File: src/rtl/rv32_data_bus_bridge_pkg.sv
// Shared definitions for the rv32 data bus bridge: bus widths, FSM state codes
// and the store lane helper.
package rv32_data_bus_bridge_pkg;

    localparam int XLEN   = 32;
    localparam int MASK_W = XLEN / 8;

    localparam logic [1:0] ST_IDLE = 2'd0;
    localparam logic [1:0] ST_BUSY = 2'd1;
    localparam logic [1:0] ST_DONE = 2'd2;

    // Reads present an all-zero lane mask on the bus.
    function automatic logic [MASK_W-1:0] lane_mask(input logic write,
                                                    input logic [MASK_W-1:0] mask);
        return write ? mask : '0;
    endfunction

endpackage

File: src/rtl/rv32_data_bus_bridge_timeout.sv
// Wait-state counter for the data bus bridge: counts enabled cycles and flags
// the cycle in which the LIMIT-th wait would be reached. LIMIT = 0 disables it.
module rv32_bus_timeout #(
    parameter int unsigned LIMIT = 255
) (
    input  logic clk,
    input  logic reset,
    input  logic clear,
    input  logic enable,
    output logic expired
);

    generate
        if (LIMIT == 0) begin : g_off
            assign expired = 1'b0;
        end else begin : g_on
            localparam int unsigned W = (LIMIT < 2) ? 1 : $clog2(LIMIT + 1);
            localparam logic [W-1:0] LAST = W'(LIMIT - 1);

            logic [W-1:0] count;

            always_ff @(posedge clk) begin
                if (reset || clear) begin
                    count <= '0;
                end else if (enable) begin
                    count <= count + 1'b1;
                end
            end

            // Fires while the increment that would make count == LIMIT is pending.
            assign expired = enable && (count == LAST);
        end
    endgenerate

endmodule

File: src/rtl/rv32_data_bus_bridge.sv
// Bridges rv32_mem's single-cycle data port to a req/ack system bus, stalling the
// pipeline until the transaction finishes and returning data/fault on release.
module rv32_data_bus_bridge
    import rv32_data_bus_bridge_pkg::*;
#(
    parameter int unsigned TIMEOUT_CYCLES = 255
) (
    input  logic              clk,
    input  logic              reset,
    input  logic              stall_in,
    input  logic              data_read_in,
    input  logic              data_write_in,
    input  logic [MASK_W-1:0] data_write_mask_in,
    input  logic [XLEN-1:0]   data_address_in,
    input  logic [XLEN-1:0]   data_write_value_in,
    output logic [XLEN-1:0]   data_read_value_out,
    output logic              data_fault_out,
    output logic              stall_out,
    output logic              bus_req_out,
    output logic              bus_write_out,
    output logic [XLEN-1:0]   bus_address_out,
    output logic [MASK_W-1:0] bus_write_mask_out,
    output logic [XLEN-1:0]   bus_write_value_out,
    input  logic              bus_ack_in,
    input  logic              bus_error_in,
    input  logic [XLEN-1:0]   bus_read_value_in
);

    logic [1:0]      state;
    logic [1:0]      state_next;
    logic            access;
    logic            in_idle;
    logic            in_busy;
    logic            in_done;
    logic            waiting;
    logic            timed_out;
    logic [XLEN-1:0] read_value_q;
    logic            fault_q;

    assign access  = data_read_in | data_write_in;
    assign in_idle = (state == ST_IDLE);
    assign in_busy = (state == ST_BUSY);
    assign in_done = (state == ST_DONE);
    assign waiting = in_busy && !bus_ack_in;

    // Held clear throughout IDLE so every transaction starts from zero.
    rv32_bus_timeout #(
        .LIMIT (TIMEOUT_CYCLES)
    ) u_timeout (
        .clk     (clk),
        .reset   (reset),
        .clear   (in_idle),
        .enable  (waiting),
        .expired (timed_out)
    );

    always_comb begin
        state_next = state;
        case (state)
            ST_IDLE: if (access) state_next = ST_BUSY;
            ST_BUSY: if (bus_ack_in || timed_out) state_next = ST_DONE;
            ST_DONE: if (!stall_in) state_next = ST_IDLE;
            default: state_next = ST_IDLE;
        endcase
    end

    always_ff @(posedge clk) begin
        if (reset) begin
            state               <= ST_IDLE;
            bus_write_out       <= 1'b0;
            bus_address_out     <= '0;
            bus_write_mask_out  <= '0;
            bus_write_value_out <= '0;
            read_value_q        <= '0;
            fault_q             <= 1'b0;
        end else begin
            state <= state_next;
            if (in_idle && access) begin
                bus_write_out       <= data_write_in;
                bus_address_out     <= data_address_in;
                bus_write_mask_out  <= lane_mask(data_write_in, data_write_mask_in);
                bus_write_value_out <= data_write_value_in;
            end
            // An ack in the expiry cycle wins over the timeout.
            if (in_busy && bus_ack_in) begin
                read_value_q <= bus_read_value_in;
                fault_q      <= bus_error_in;
            end else if (timed_out) begin
                fault_q <= 1'b1;
            end
        end
    end

    assign bus_req_out         = in_busy;
    assign stall_out           = (in_idle && access) || in_busy;
    assign data_fault_out      = in_done && fault_q;
    assign data_read_value_out = read_value_q;

endmodule

File: config.mk
export PLATFORM = sky130hd
export DESIGN_NAME = rv32_data_bus_bridge
export DESIGN_NICKNAME = d
export VERILOG_FILES = /design/src/rtl/rv32_data_bus_bridge_pkg.sv /design/src/rtl/rv32_data_bus_bridge_timeout.sv /design/src/rtl/rv32_data_bus_bridge.sv
export SDC_FILE = /design/constraint.sdc
export NUM_CORES = 1
export LEC_CHECK = 0
export ABC_AREA = 1
export CELL_PAD_IN_SITES_DETAIL_PLACEMENT = 1
export CELL_PAD_IN_SITES_GLOBAL_PLACEMENT = 2
export CORE_ASPECT_RATIO = 0.6
export CORE_UTILIZATION = 22
export CTS_CLUSTER_SIZE = 28
export DETAILED_ROUTE_END_ITERATION = 10
export PLACE_DENSITY = 0.87
export SLEW_MARGIN = 20
export SYNTH_ARGS = -nofsm -noshare
export SYNTH_HDL_FRONTEND = slang
export SYNTH_SLANG_ARGS = --single-unit
export TNS_END_PERCENT = 100
File: constraint.sdc
create_clock -name clk -period 2.6 [get_ports clk]
set_input_delay 0.65 -clock clk [delete_from_list [all_inputs] [get_ports clk]]
set_output_delay 0.65 -clock clk [all_outputs]
set_load 0.01 [all_outputs]
* Yosys cells after proc, flatten, opt, wreduce, memory -nomap -nowiden
Index checks and enable logic that the tools add are counted.
Word-level totals: bits in registers 112, input port bits 107, output and inout port bits 104, word-level logic and storage cells 35
Cells by class: add/sub/neg operators 1, equality and inequality tests 6, muxes and demuxes 7, bitwise logic cells 1, reduce and logical (&&, ||, !) cells 12
Operators with widths (count):
- $add 8x1->8 const B | 1
- $eq 8x8->1 const B | 1
- $mux 2 | 3
- $pmux 2 s3 | 1
- $logic_and 1x1->1 | 5
- $mux 4 | 1
- $ne 2x2->1 const B | 2
- $logic_or 1x1->1 | 3
- $reduce_and 3->1 | 1
- $eq 2x1->1 const B | 1
- $eq 2x2->1 const B | 1
- $logic_not 2->1 | 1
- $mux 1 | 2
- $ne 2x1->1 const B | 1
- $reduce_bool 2->1 | 1
- $logic_not 1->1 | 1
- $or 1x1->1 | 1

* Logic depth before layout (Yosys ltp)
word-level depth 6, gate-level depth with buffers 8, mapped depth without buffers 8

* By module
A second synthesis with hierarchy kept.
Second synthesis, totals: cell total of the unflattened synthesis 528, area total of the unflattened synthesis 4196.5 um^2
Modules (own cells, without submodules):
- rv32_data_bus_bridge | instances 1, cells an instance 476, area each 3802.4 um^2, sequential area each 2082.0 um^2
- rv32_bus_timeout | instances 1, cells an instance 52, area each 394.1 um^2, sequential area each 160.2 um^2

* Worst setup path before layout
Ideal clock, no wire load.
path type in2out, from input data_write_in, to output stall_out, data arrival time 1185 ps, required time 1950 ps, slack 765 ps, stages 3, buffers on the path 1, path through o21ai_4 buf_4 nand2_1
Between the ends: cells in the longest elaborated chain, start to end 3
RTL lines:
- from (decl) | line rv32_data_bus_bridge.sv:12 | input logic data_write_in,
- $or 1x1->1 | line rv32_data_bus_bridge.sv:40 | assign access = data_read_in | data_write_in;
- $logic_and 1x1->1 | line rv32_data_bus_bridge.sv:95 | assign stall_out = (in_idle && access) || in_busy;
- $logic_or 1x1->1 | line rv32_data_bus_bridge.sv:95
- to (decl) | line rv32_data_bus_bridge.sv:18 | output logic stall_out,
No other way between the ends.

* Final worst setup path
Ends and elaborated chain as after synthesis.

==> impl_results.md <==
* Status: finished clean
* Layout fillers at ~2.1k
* Worst-path cell chain: clkdlybuf4s50_1 > o21ai_4 > nand2_1 > clkdlybuf4s50_1
* H-Tree Depth at 3
* Setup Crit Path Kind: in -> out
* Tmin final at ~2.5 ns
* DRC Markers at 0
* CP max stage cell: clkdlybuf4s50_1
* Most frequent cells in the layout: clkdlybuf4s50_1, nor2_1, dfxtp_1, nand2_1, o21ai_0
* Via Count at 4,146
* Clock Latency Late Sink at about 0.35 ns
* Hold EP: data_read_value_out[15]$_SDFFE_PP0P_
* Crit-path max FO at 2
* XOR/XNOR Fraction of Synth Area at 0%
* Crit. End Element: output pin
* Mux contribution to synthesized area at 0%
* Routed Antenna Nets at 0
* Vias in the first global route at a little over 4k
* Detailed placer's ending HPWL at between 10,000 and 15,000 um
* PD cells at 644 nW/um^2
* Drt wl/cell at around 15 um
* Crit start category: input pin
* Hold Crit Class: reg -> reg
* Synth top area cells: dfxtp_1, nor2_1, o21ai_0, nand2_1, a21oi_1
* Gp weighted congestion at about 0.73
* Pin count of the biggest net entering global routing at 65
* Synthesis Warnings at 0
* Hold wc startpoint: data_read_value_out[15]$_SDFFE_PP0P_
* CTS tree: built
* Commonest non-fill, non-tap cell in the layout: clkdlybuf4s50_1
* Core Region at 18,200 um^2
* Synth cell types at 25
* Clk Tree Root Cell: clkbuf_16
* # diodes at 0
* Synthesized cell area at 4130 um^2
* Die area at 19,300 um^2
* Syn Inst Count at around 530
* Sequential-to-total area share from yosys stat at a little over half
* Worst-Margin Slew at 0.519 ns
* Relative slew slack at 65.4%
* Setup Skew at ~0.014 ns
* Syn_area_per_cell at approximately 7.8 um^2
* Clock Path Buffers at 2
* R2r setup slk at between 0.7 and 0.8 ns
* Max Clock Freq at about 400 MHz
* Crit share post-route at a little over nine tenths
* Grt total ovfl at 0
* Most used cell, CP: clkdlybuf4s50_1
* Seq cells post-synth at around 110
* Area leader, netlist: dfxtp_1
* Initial DRC count at roughly 150
* Post-synth top area share at about 54%
* Req. time, crit path at around 2.0 ns
* CP arrival at around 1.8 ns
* CTS clock-pin slew for the worst setup and hold paths at around 0.09 ns
* Placed insts at about 960
* DR pass1 iterations at 4
* RR Startpoint: state[0]$_SDFFE_PP0P_
* Max-cap violation count at 0
* Compound-Gate Fraction of Synth Area at between 10 and 15%
* Initial Util at between 20 and 25%
* Share of cells above drive strength 1 at 4.64%
* Final WS setup at 0.108 ns
* I/O pin count at around 210
* Hold Crit Depth at 2
* Max incr delay on CP at 0.53 ns
* Total CTS buffers at 9
* Chip height at 108 um
* Main combinational cell family by area after synthesis: simple AND/OR/NAND/NOR gates
* Setup bufs post-CTS at 0
* Width of the die at between 150 and 200 um
* Synth-to-layout area growth at 62.7%
* Setup tns final at 0 ns
* Final Hold Fails at 0
* FF-to-FF End: data_read_value_out[8]$_SDFFE_PP0P_
* Pleak at ~0.0025 uW
* Pwr Total at between 4000 and 5000 uW
* CTS sink cnt at 112
* Dpl ws at 0.106 ns
* Initial antenna violation count at 0
* Post-CTS Resized at 0
* Net Count, Synth at about 640
* Peak VDD IR at 0.000292 V
* Min Hold Slack at approximately 0.47 ns
* R2R depth at 7
* Rows at 38
* Number of hold buffers added after CTS at 0
* Total GRT Usage at 14.9%
* Slew Viols, Final at 0
* PortBufs at 210
* Vias per inst at 4.27
* RSZ-0062 raised after global routing: false
* Final Routed Wirelength at between 10,000 and 15,000 um
* Fin cells at 972
* Net count, final at 836
* Final setup viols at 0
* Post-Synth Adder-Cell Area at less than 1%
* Post-synthesis simple-gate area fraction at between 20% and 30%
* First-pass GRT wire length at 22,300 um
[report_power, final]
part	switching, uW	internal [uW]
Clock	691	766
Sequential	76.3	1860
Combinational	444	493
Total	1210	3120
[area by class of cell]
cell class,count,area (um^2),share of cell area [%]
Clock buffer,10,229,3.41
Clock inverter,6,75.1,1.12
Inverter,17,68.8,1.02
Multi-Input combinational cell,366,1620,24.1
Sequential cell,112,2240,33.4
Tap cell,240,300,4.47
Timing Repair Buffer,221,2180,32.5
[per-stage QoR]
stage	util, %	instance area [um^2]
2_1_floorplan	-	4130
6_report	36.9	6720
5_1_grt	36.9	6720
3_5_place_dp	35.2	6420
3_3_place_gp	35.2	6420
4_1_cts	36.9	6720
[synth_stat cells]
library cell / instances
clkbuf_1: 9
a31oi_1: 1
o21ai_4: 1
a21oi_1: 43
ha_1: 2
nor2_2: 1
nand4_1: 2
clkbuf_2: 6
nand2_1: 65
inv_1: 14
o21ai_1: 15
inv_6: 1
nor2_1: 141
dfxtp_1: 112
nor3_1: 2
buf_4: 7
o21ai_0: 52
buf_1: 2
buf_6: 4
nor2_4: 2
nand2_2: 1
buf_2: 6
nand3b_1: 1
nand3_1: 37
inv_2: 2
[state kept, by name, indices dropped and copies added (netlist names)]
register / flops
bus_address_out: 32
bus_write_out: 1
state: 2
u_timeout.g_on.count: 8
bus_write_value_out: 32
fault_q: 1
data_read_value_out: 32
bus_write_mask_out: 4
[critical path, delay by kind of cell]
kind | cells | cell delay, ns
buf+inv | 2 | 1.06
simple gates | 1 | 0.06
compound gates | 1 | 0.07
[kinds of logic after synthesis]
logic type	after synthesis
and+or+nand+nor	252
AOI/OAI and AO/OA	112
DFF	112
buffers and inverters	51
adders and majority gates	2
[routing by layer]
layer	vias to the layer above	wire [um]	global-route usage, %
met4	0	78	2.36
met1	1907	7220	20.3
met2	126	5630	21.6
li1	2104	-	-
met5	-	0	0
met3	9	1450	6.93
[worst max-delay path by stage]
stage,startpoint,to,slack [ns]
floorplan,data_write_in,stall_out,0.76
global placement,data_write_in,stall_out,0.11
detailed placement,data_write_in,stall_out,0.11
CTS,data_write_in,stall_out,0.10
global route,data_write_in,stall_out,0.05
finish,data_write_in,stall_out,0.11
Note: power is estimated with default switching activity, not from simulation.
